**config.mk**
```make
export PLATFORM = sky130hd
export DESIGN_NAME = reorder_buffer_param
export DESIGN_NICKNAME = d
export VERILOG_FILES = /design/src/rtl/rob_pkg.sv /design/src/rtl/rob_src_lookup.sv /design/src/rtl/reorder_buffer_param.sv
export SDC_FILE = /design/constraint.sdc
export NUM_CORES = 2
export LEC_CHECK = 0
export CORE_ASPECT_RATIO = 0.7
export CORE_MARGIN = 2
export CORE_UTILIZATION = 60
export DETAILED_ROUTE_END_ITERATION = 7
export HOLD_SLACK_MARGIN = 0.05
export PLACE_DENSITY = 0.83
export SLEW_MARGIN = 20
export SYNTH_ARGS = -nofsm -noshare
export SYNTH_HDL_FRONTEND = slang
export SYNTH_SLANG_ARGS = --single-unit
```
**constraint.sdc**
```tcl
create_clock -name clock -period 11.25 [get_ports clock]
set_clock_uncertainty 0.15 [all_clocks]
set_input_delay 2.25 -clock clock [delete_from_list [all_inputs] [get_ports clock]]
set_output_delay 2.25 -clock clock [all_outputs]
set_load 0.05 [all_outputs]
```
**src/rtl/rob_pkg.sv**
```systemverilog
// Shared types and constants for the parametrised reorder buffer.
package rob_pkg;

  localparam int XCPT_TYPE_W = 3;
  localparam int ROB_DATA_W  = 32;
  localparam int ROB_REG_W   = 5;

  typedef enum logic [XCPT_TYPE_W-1:0] {
    XCPT_NONE        = 3'd0,
    XCPT_ILLEGAL     = 3'd1,
    XCPT_LOAD_FAULT  = 3'd2,
    XCPT_STORE_FAULT = 3'd3,
    XCPT_MISALIGN    = 3'd4
  } xcpt_cause_e;

  // Entry layout at the default widths; the top builds the same layout from its own parameters.
  typedef struct packed {
    logic                   rf_wen;
    logic [ROB_REG_W-1:0]   dest;
    logic [ROB_DATA_W-1:0]  data;
    logic                   xcpt_valid;
    logic [XCPT_TYPE_W-1:0] xcpt_type;
    logic [ROB_DATA_W-1:0]  xcpt_pc;
    logic [ROB_DATA_W-1:0]  xcpt_addr;
  } rob_entry_t;

endpackage

```
**src/rtl/rob_src_lookup.sv**
```systemverilog
// One operand lookup port: completed ROB entry first, then same-cycle writeback bypass.
module rob_src_lookup #(
  parameter int ROB_ENTRIES = 8,
  parameter int WB_PORTS    = 3,
  parameter int DATA_W      = 32,
  parameter int ID_W        = $clog2(ROB_ENTRIES)
) (
  input  logic [ID_W-1:0]                     src_id,
  input  logic [ROB_ENTRIES-1:0]              fwd_ok,
  input  logic [ROB_ENTRIES-1:0][DATA_W-1:0]  stored_data,
  input  logic [WB_PORTS-1:0]                 wb_valid,
  input  logic [WB_PORTS*ID_W-1:0]            wb_id,
  input  logic [WB_PORTS-1:0]                 wb_rf_wen,
  input  logic [WB_PORTS-1:0]                 wb_xcpt_valid,
  input  logic [WB_PORTS*DATA_W-1:0]          wb_data,
  output logic                                hit,
  output logic [DATA_W-1:0]                   data
);

  always_comb begin
    hit  = 1'b0;
    data = '0;
    if (fwd_ok[src_id]) begin
      hit  = 1'b1;
      data = stored_data[src_id];
    end else begin
      // Descending scan so the lowest matching port is the last assignment.
      for (int p = WB_PORTS - 1; p >= 0; p--) begin
        if (wb_valid[p] && wb_rf_wen[p] && !wb_xcpt_valid[p] &&
            wb_id[p*ID_W +: ID_W] == src_id) begin
          hit  = 1'b1;
          data = wb_data[p*DATA_W +: DATA_W];
        end
      end
    end
  end

endmodule

```
**src/rtl/reorder_buffer_param.sv**
```systemverilog
// In-order-commit reorder buffer with out-of-order multi-port writeback and operand forwarding.
module reorder_buffer_param
  import rob_pkg::*;
#(
  parameter int ROB_ENTRIES = 8,
  parameter int WB_PORTS    = 3,
  parameter int SRC_PORTS   = 4,
  parameter int DATA_W      = 32,
  parameter int REG_W       = 5,
  localparam int ID_W       = $clog2(ROB_ENTRIES)
) (
  input  logic                             clock,
  input  logic                             reset,
  input  logic                             flush,
  input  logic                             alloc_valid,
  output logic                             alloc_ready,
  output logic [ID_W-1:0]                  alloc_id,
  input  logic [WB_PORTS-1:0]              wb_valid,
  input  logic [WB_PORTS*ID_W-1:0]         wb_id,
  input  logic [WB_PORTS-1:0]              wb_rf_wen,
  input  logic [WB_PORTS*REG_W-1:0]        wb_dest,
  input  logic [WB_PORTS*DATA_W-1:0]       wb_data,
  input  logic [WB_PORTS-1:0]              wb_xcpt_valid,
  input  logic [WB_PORTS*XCPT_TYPE_W-1:0]  wb_xcpt_type,
  input  logic [WB_PORTS*DATA_W-1:0]       wb_xcpt_pc,
  input  logic [WB_PORTS*DATA_W-1:0]       wb_xcpt_addr,
  output logic                             req_to_RF_writeEn,
  output logic [REG_W-1:0]                 req_to_RF_dest,
  output logic [DATA_W-1:0]                req_to_RF_data,
  output logic [ID_W-1:0]                  req_to_RF_instr_id,
  output logic                             xcpt_valid,
  output logic [XCPT_TYPE_W-1:0]           xcpt_type,
  output logic [DATA_W-1:0]                xcpt_pc,
  output logic [DATA_W-1:0]                xcpt_addr,
  output logic [ID_W-1:0]                  rob_oldest,
  output logic [ID_W:0]                    rob_count,
  input  logic [SRC_PORTS*ID_W-1:0]        src_id,
  output logic [SRC_PORTS-1:0]             src_hit,
  output logic [SRC_PORTS*DATA_W-1:0]      src_data
);

  typedef struct packed {
    logic                   rf_wen;
    logic [REG_W-1:0]       dest;
    logic [DATA_W-1:0]      data;
    logic                   xcpt_valid;
    logic [XCPT_TYPE_W-1:0] xcpt_type;
    logic [DATA_W-1:0]      xcpt_pc;
    logic [DATA_W-1:0]      xcpt_addr;
  } entry_t;

  localparam logic [ID_W:0] COUNT_FULL = (ID_W+1)'(ROB_ENTRIES);

  logic [ROB_ENTRIES-1:0] alloc_ff, done_ff;
  entry_t                 payload_ff [ROB_ENTRIES];
  logic [ID_W-1:0]        head_ff, tail_ff;
  logic [ID_W:0]          count_ff;

  logic [ID_W-1:0] wb_id_a    [WB_PORTS];
  entry_t          wb_entry   [WB_PORTS];
  logic [WB_PORTS-1:0] wb_en;
  entry_t          tail_entry;
  logic            commit_vis, commit_fire, xcpt_commit, clear_all, alloc_fire;

  for (genvar p = 0; p < WB_PORTS; p++) begin : g_wb_unpack
    assign wb_id_a[p]             = wb_id[p*ID_W +: ID_W];
    assign wb_entry[p].rf_wen     = wb_rf_wen[p];
    assign wb_entry[p].dest       = wb_dest[p*REG_W +: REG_W];
    assign wb_entry[p].data       = wb_data[p*DATA_W +: DATA_W];
    assign wb_entry[p].xcpt_valid = wb_xcpt_valid[p];
    assign wb_entry[p].xcpt_type  = wb_xcpt_type[p*XCPT_TYPE_W +: XCPT_TYPE_W];
    assign wb_entry[p].xcpt_pc    = wb_xcpt_pc[p*DATA_W +: DATA_W];
    assign wb_entry[p].xcpt_addr  = wb_xcpt_addr[p*DATA_W +: DATA_W];
    assign wb_en[p] = wb_valid[p] & alloc_ff[wb_id_a[p]] & ~clear_all;
  end

  assign tail_entry  = payload_ff[tail_ff];
  assign commit_vis  = ~flush & alloc_ff[tail_ff] & done_ff[tail_ff];
  assign xcpt_commit = commit_vis & tail_entry.xcpt_valid;
  assign commit_fire = commit_vis & ~tail_entry.xcpt_valid;
  // An exception commit drains the whole window at the next edge, exactly like flush.
  assign clear_all   = flush | xcpt_commit;
  assign alloc_ready = (count_ff != COUNT_FULL);
  assign alloc_fire  = alloc_valid & alloc_ready & ~clear_all;

  assign alloc_id           = head_ff;
  assign rob_oldest         = tail_ff;
  assign rob_count          = count_ff;
  assign req_to_RF_writeEn  = commit_fire & tail_entry.rf_wen;
  assign req_to_RF_dest     = commit_fire ? tail_entry.dest : '0;
  assign req_to_RF_data     = commit_fire ? tail_entry.data : '0;
  assign req_to_RF_instr_id = commit_vis ? tail_ff : '0;
  assign xcpt_valid         = xcpt_commit;
  assign xcpt_type          = xcpt_commit ? tail_entry.xcpt_type : '0;
  assign xcpt_pc            = xcpt_commit ? tail_entry.xcpt_pc : '0;
  assign xcpt_addr          = xcpt_commit ? tail_entry.xcpt_addr : '0;

  always_ff @(posedge clock) begin
    if (!reset || clear_all) begin
      alloc_ff <= '0;
      done_ff  <= '0;
      head_ff  <= '0;
      tail_ff  <= '0;
      count_ff <= '0;
    end else begin
      // Descending so the lowest port's write is the one that lands on a shared ID.
      for (int p = WB_PORTS - 1; p >= 0; p--) begin
        if (wb_en[p]) begin
          done_ff[wb_id_a[p]]    <= 1'b1;
          payload_ff[wb_id_a[p]] <= wb_entry[p];
        end
      end
      if (commit_fire) begin
        alloc_ff[tail_ff] <= 1'b0;
        done_ff[tail_ff]  <= 1'b0;
        tail_ff           <= tail_ff + ID_W'(1);
      end
      if (alloc_fire) begin
        alloc_ff[head_ff] <= 1'b1;
        done_ff[head_ff]  <= 1'b0;
        head_ff           <= head_ff + ID_W'(1);
      end
      count_ff <= count_ff + {{ID_W{1'b0}}, alloc_fire} - {{ID_W{1'b0}}, commit_fire};
    end
  end

  always_ff @(posedge clock) begin
    if (reset && !clear_all) begin
      for (int p = 0; p < WB_PORTS; p++) begin
        if (wb_valid[p]) begin
          assert (alloc_ff[wb_id_a[p]])
            else $error("rob: writeback on port %0d to unallocated id %0d", p, wb_id_a[p]);
          for (int q = 0; q < p; q++) begin
            assert (!(wb_valid[q] && wb_id_a[q] == wb_id_a[p]))
              else $error("rob: writeback ports %0d and %0d collide on id %0d", q, p, wb_id_a[p]);
          end
        end
      end
    end
  end

  logic [ROB_ENTRIES-1:0]             fwd_ok;
  logic [ROB_ENTRIES-1:0][DATA_W-1:0] stored_data;

  always_comb begin
    fwd_ok      = '0;
    stored_data = '0;
    for (int e = 0; e < ROB_ENTRIES; e++) begin
      fwd_ok[e]      = alloc_ff[e] & done_ff[e] & payload_ff[e].rf_wen & ~payload_ff[e].xcpt_valid;
      stored_data[e] = payload_ff[e].data;
    end
  end

  for (genvar s = 0; s < SRC_PORTS; s++) begin : g_src
    rob_src_lookup #(
      .ROB_ENTRIES(ROB_ENTRIES),
      .WB_PORTS   (WB_PORTS),
      .DATA_W     (DATA_W),
      .ID_W       (ID_W)
    ) u_lookup (
      .src_id       (src_id[s*ID_W +: ID_W]),
      .fwd_ok       (fwd_ok),
      .stored_data  (stored_data),
      .wb_valid     (wb_valid),
      .wb_id        (wb_id),
      .wb_rf_wen    (wb_rf_wen),
      .wb_xcpt_valid(wb_xcpt_valid),
      .wb_data      (wb_data),
      .hit          (src_hit[s]),
      .data         (src_data[s*DATA_W +: DATA_W])
    );
  end

endmodule

```
==> impl_metrics.py <==
metrics = {
    "worst_setup_path": {
        "path_cells": "clkdlybuf4s50_1 -> nand3b_1 -> nor4_2 -> buf_4 -> nor2b_4 -> buf_12 -> a22oi_1 -> a21oi_1 -> mux2_2 -> clkdlybuf4s50_1",
        "r2r_slack_ns": 5.52,
        "worstPathArrival_ns": 6.29,
        "crit_path_start_kind": "primary input",
        "crit_path_end_kind": "primary output",
        "reg2regPathDepth": 9,
        "crit_cells": 10,
        "crit_buf_inv": 4,
        "slowest_delay_ns": 0.73,
        "cp.required_ns": 8.85,
        "cpMaxStageDelayCell": "clkdlybuf4s50_1",
        "worstPathMaxFanout": 34,
        "crit_path_frequent_cell": "clkdlybuf4s50_1",
        "r2r_end": "payload_ff[0][69]$_DFFE_PP_",
        "critical_path_class": "in2out",
        "cp_top_family": "buffers and inverters",
    },
    "clock_network": {
        "post_cts_buffers": 0,
        "h-tree-depth": 3,
        "ctsHoldBuffers": 0,
        "cts_tree": "built",
        "numCtsBuffers": 90,
        "cts_root_buf": "clkbuf_16",
        "cts_sinks": 877,
        "clock_latency_ns": 0.71,
        "clockBufferDepth": 3,
        "cts_resized": 0,
        "clk_pin_slew_worst_paths_ns": 0.05,
    },
    "finish": {
        "nets": 5792,
        "drive_gt1_share_pct": 33.6,
        "final_util_pct": 69.3,
        "seq_area_um2": 26100,
        "stdcell_area_um2": 75000,
        "multiInputGateArea_um2": 37100,
        "fillCellCount": 7355,
        "final_cells": 7005,
        "syn2layout_area_growth_pct": 14.6,
    },
    "sta": {
        "max_freq_mhz": 115,
        "final.min_clock_period_ns": 8.69,
        "worst_pin_slew_ns": 1.19,
        "rsz0062_at_grt": "false",
        "slew_headroom_pct": 20.9,
        "holdWs_ns": 0.433,
        "finalSetupTns_ns": 0,
        "finalCritPeriodShare_pct": 77.2,
        "drv_slew": 0,
        "setup_viol": 0,
        "hold_violations": 0,
        "setup_ws_ns": 2.56,
    },
    "power_and_ir_drop": {
        "ir_drop_mv": 0.118,
        "clkPwrFrac_pct": 41.6,
        "power_leakage_nw": 23.2,
        "p_switching_mw": 1.94,
        "combPwrFrac_pct": 12.2,
        "power_density_nw_per_um2": 103,
        "finalPower_mw": 7.74,
        "seqPwrFrac_pct": 46.2,
        "p_int_mw": 5.80,
        "sw_frac_of_total_pct": 25.1,
    },
    "status": {
        "violations": "design-rule violations",
        "run_status": "complete, but fails checks",
    },
    "grt": {
        "antenna_found_initial": 61,
        "grt_pass1_wl_um": 345000,
        "overflow": 0,
        "track_usage_pct": 41.9,
        "grt_pass1_vias": 51380,
        "grt_start_max_net_pins": 173,
    },
    "detailed_routing": {
        "drt-total-wl_um": 238000,
        "drc": 1,
        "firstDrtPassIters": 8,
        "vias_per_cell": 7.44,
        "dr_total_vias": 52100,
        "drt_iter0_drc": 8438,
        "routedWlPerCell_um": 34.0,
        "ant_nets": 0,
    },
    "placed_design": {
        "gp_congestion": 0.966,
        "hpwl_um": 135000,
        "preCtsSetupSlack_ns": 2.60,
        "post-place-cells": 6785,
        "placed_cell_area_um2": 71800,
        "io_buffers": 597,
    },
    "logic_synthesis": {
        "yosys_most_used_dff": "edfxtp_1",
        "yosysWarnings": 0,
        "yosys_register_bits": 877,
        "synth.distinct_cells": 75,
        "syn-cell-area_um2": 65500,
        "syn_nets": 5579,
        "synth-seq-area-share_pct": 39.8,
        "syn_inst": 5225,
        "postSynth.asyncResetShare_pct": 0,
        "avgSynthCellArea_um2": 12.5,
        "synth_edf_count": 848,
    },
    "floorplan": {
        "core_area_um2": 108000,
        "placementRows": 101,
        "dieWidth_um": 399,
        "die_h_um": 280,
        "initial_core_util_pct": 60.4,
        "boundaryPins": 598,
        "die_area_um2": 112000,
    },
    "min_path": {
        "min_to": "alloc_id[1]$_SDFFE_PP0N_",
        "hp-start": "alloc_id[1]$_SDFFE_PP0N_",
        "hold_path_class": "reg2reg",
        "whs_path_depth": 2,
    },
    "flow_run": {
        "maxCapViolations": 0,
    },
}
area by class of cell:
| class | instances | share of cell area [%] |
|---|---|---|
| Multi-Input combinational cell | 3753 | 49.4 |
| Sequential cell | 877 | 34.7 |
| Timing Repair Buffer | 698 | 9.09 |
| Clock buffer | 102 | 3.06 |
| Tap cell | 1442 | 2.41 |
| Clock inverter | 66 | 1.03 |
| Antenna cell | 49 | 0.163 |
| Inverter | 18 | 0.0901 |
worst min-delay path, stage by stage (launching register included):
cell and delay, ns:
dfxtp_1 0.39, nand2_1 0.09, a21oi_1 0.06
state kept, by name, summed over array words and instances, names as in the netlist, named ones only:
register,flops
rob_count,4
rob_oldest,3
done_ff,8
alloc_ff,8
alloc_id,3
payload_ff,848
worst max-delay path by stage:
stage                startpoint                    endpoint  slack [ns]
2_1_floorplan          wb_id[3]  payload_ff[3][0]$_DFFE_PP_        2.42
3_3_place_gp   wb_xcpt_valid[1]               src_data[123]        2.66
3_5_place_dp   wb_xcpt_valid[1]                src_data[47]        2.60
4_1_cts        wb_xcpt_valid[1]                src_data[47]        2.59
5_1_grt        wb_xcpt_valid[1]               src_data[124]        2.45
6_report       wb_xcpt_valid[1]               src_data[113]        2.56
cells by family after synthesis:
logic type                 Yosys count  share of synthesized area [%]
DFF                                877                           39.8
xor gates and xnor gates            42                          0.562
adders and majority gates            8                          0.164
muxes                             2119                           43.6
and+or+nand+nor                    816                           5.13
buffers and inverters              595                           4.03
AOI/OAI and AO/OA                  768                           6.68
synthesized netlist by cell type (3+ instances only):
library cell / n / area (um^2)
mux2_2: 1074 / 12100
edfxtp_1: 848 / 25500
nor2_1: 680 / 2550
a21oi_1: 574 / 2870
mux2i_1: 536 / 5370
mux4_2: 477 / 10700
clkbuf_1: 326 / 1220
buf_2: 129 / 646
a22oi_1: 128 / 961
buf_1: 73 / 274
buf_4: 38 / 285
nand2_1: 34 / 128
mux2_1: 31 / 349
dfxtp_1: 29 / 581
xor2_1: 28 / 245
inv_1: 17 / 63.8
xnor2_1: 14 / 123
nor2b_1: 13 / 81.3
o21ai_1: 13 / 65.1
nand3_1: 12 / 60.1
nand4_1: 11 / 68.8
and3_1: 10 / 62.6
o21ai_0: 9 / 45.0
nor4_1: 8 / 50.1
buf_6: 7 / 78.8
ha_1: 7 / 87.6
nor3_1: 6 / 30.0
and4b_1: 5 / 50.1
nand2b_1: 5 / 31.3
nand4b_1: 5 / 43.8
o31ai_1: 5 / 37.5
a211oi_1: 4 / 30.0
buf_8: 4 / 60.1
nand3b_1: 4 / 30.0
or3_1: 4 / 25.0
or4b_2: 4 / 40.0
a211oi_4: 3 / 60.1
and2_1: 3 / 18.8
nor2_2: 3 / 18.8
o32ai_1: 3 / 26.3
power groups by stage:
stage          Combinational (mW)  Sequential, mW  Clock [mW]
2_1_floorplan               0.547            3.65           0
3_3_place_gp                0.887            3.65           0
3_5_place_dp                0.913            3.65           0
4_1_cts                     0.921            3.58        3.21
5_1_grt                     0.993            3.58        3.33
6_report                    0.948            3.58        3.22
per-layer routing:
metal	up-vias	global-route usage [%]	share of wire, %
li1	20839	-	-
met1	25300	55.0	35
met2	4861	60.9	43
met3	1068	13.9	15
met4	32	24.5	6.8
met5	-	0	0.085
cell usage in the layout (no fill, tap or decap), types with 10 or more instances in the layout:
cell type	count
clkinv_2	13
mux2_2	1074
edfxtp_1	848
clkbuf_16	90
dfxtp_1	26
buf_12	10
inv_1	17
nor2_1	678
clkdlybuf4s50_1	585
a22oi_1	128
buf_4	99
diode_2	49
clkbuf_1	12
a21oi_1	574
xor2_1	28
nand4_1	11
mux2_1	31
nand2_1	34
nand3_1	11
clkinv_1	26
mux4_2	477
xnor2_1	14
mux2i_1	536
bufinv_16	13
Note: power is estimated with default switching activity, not from simulation.
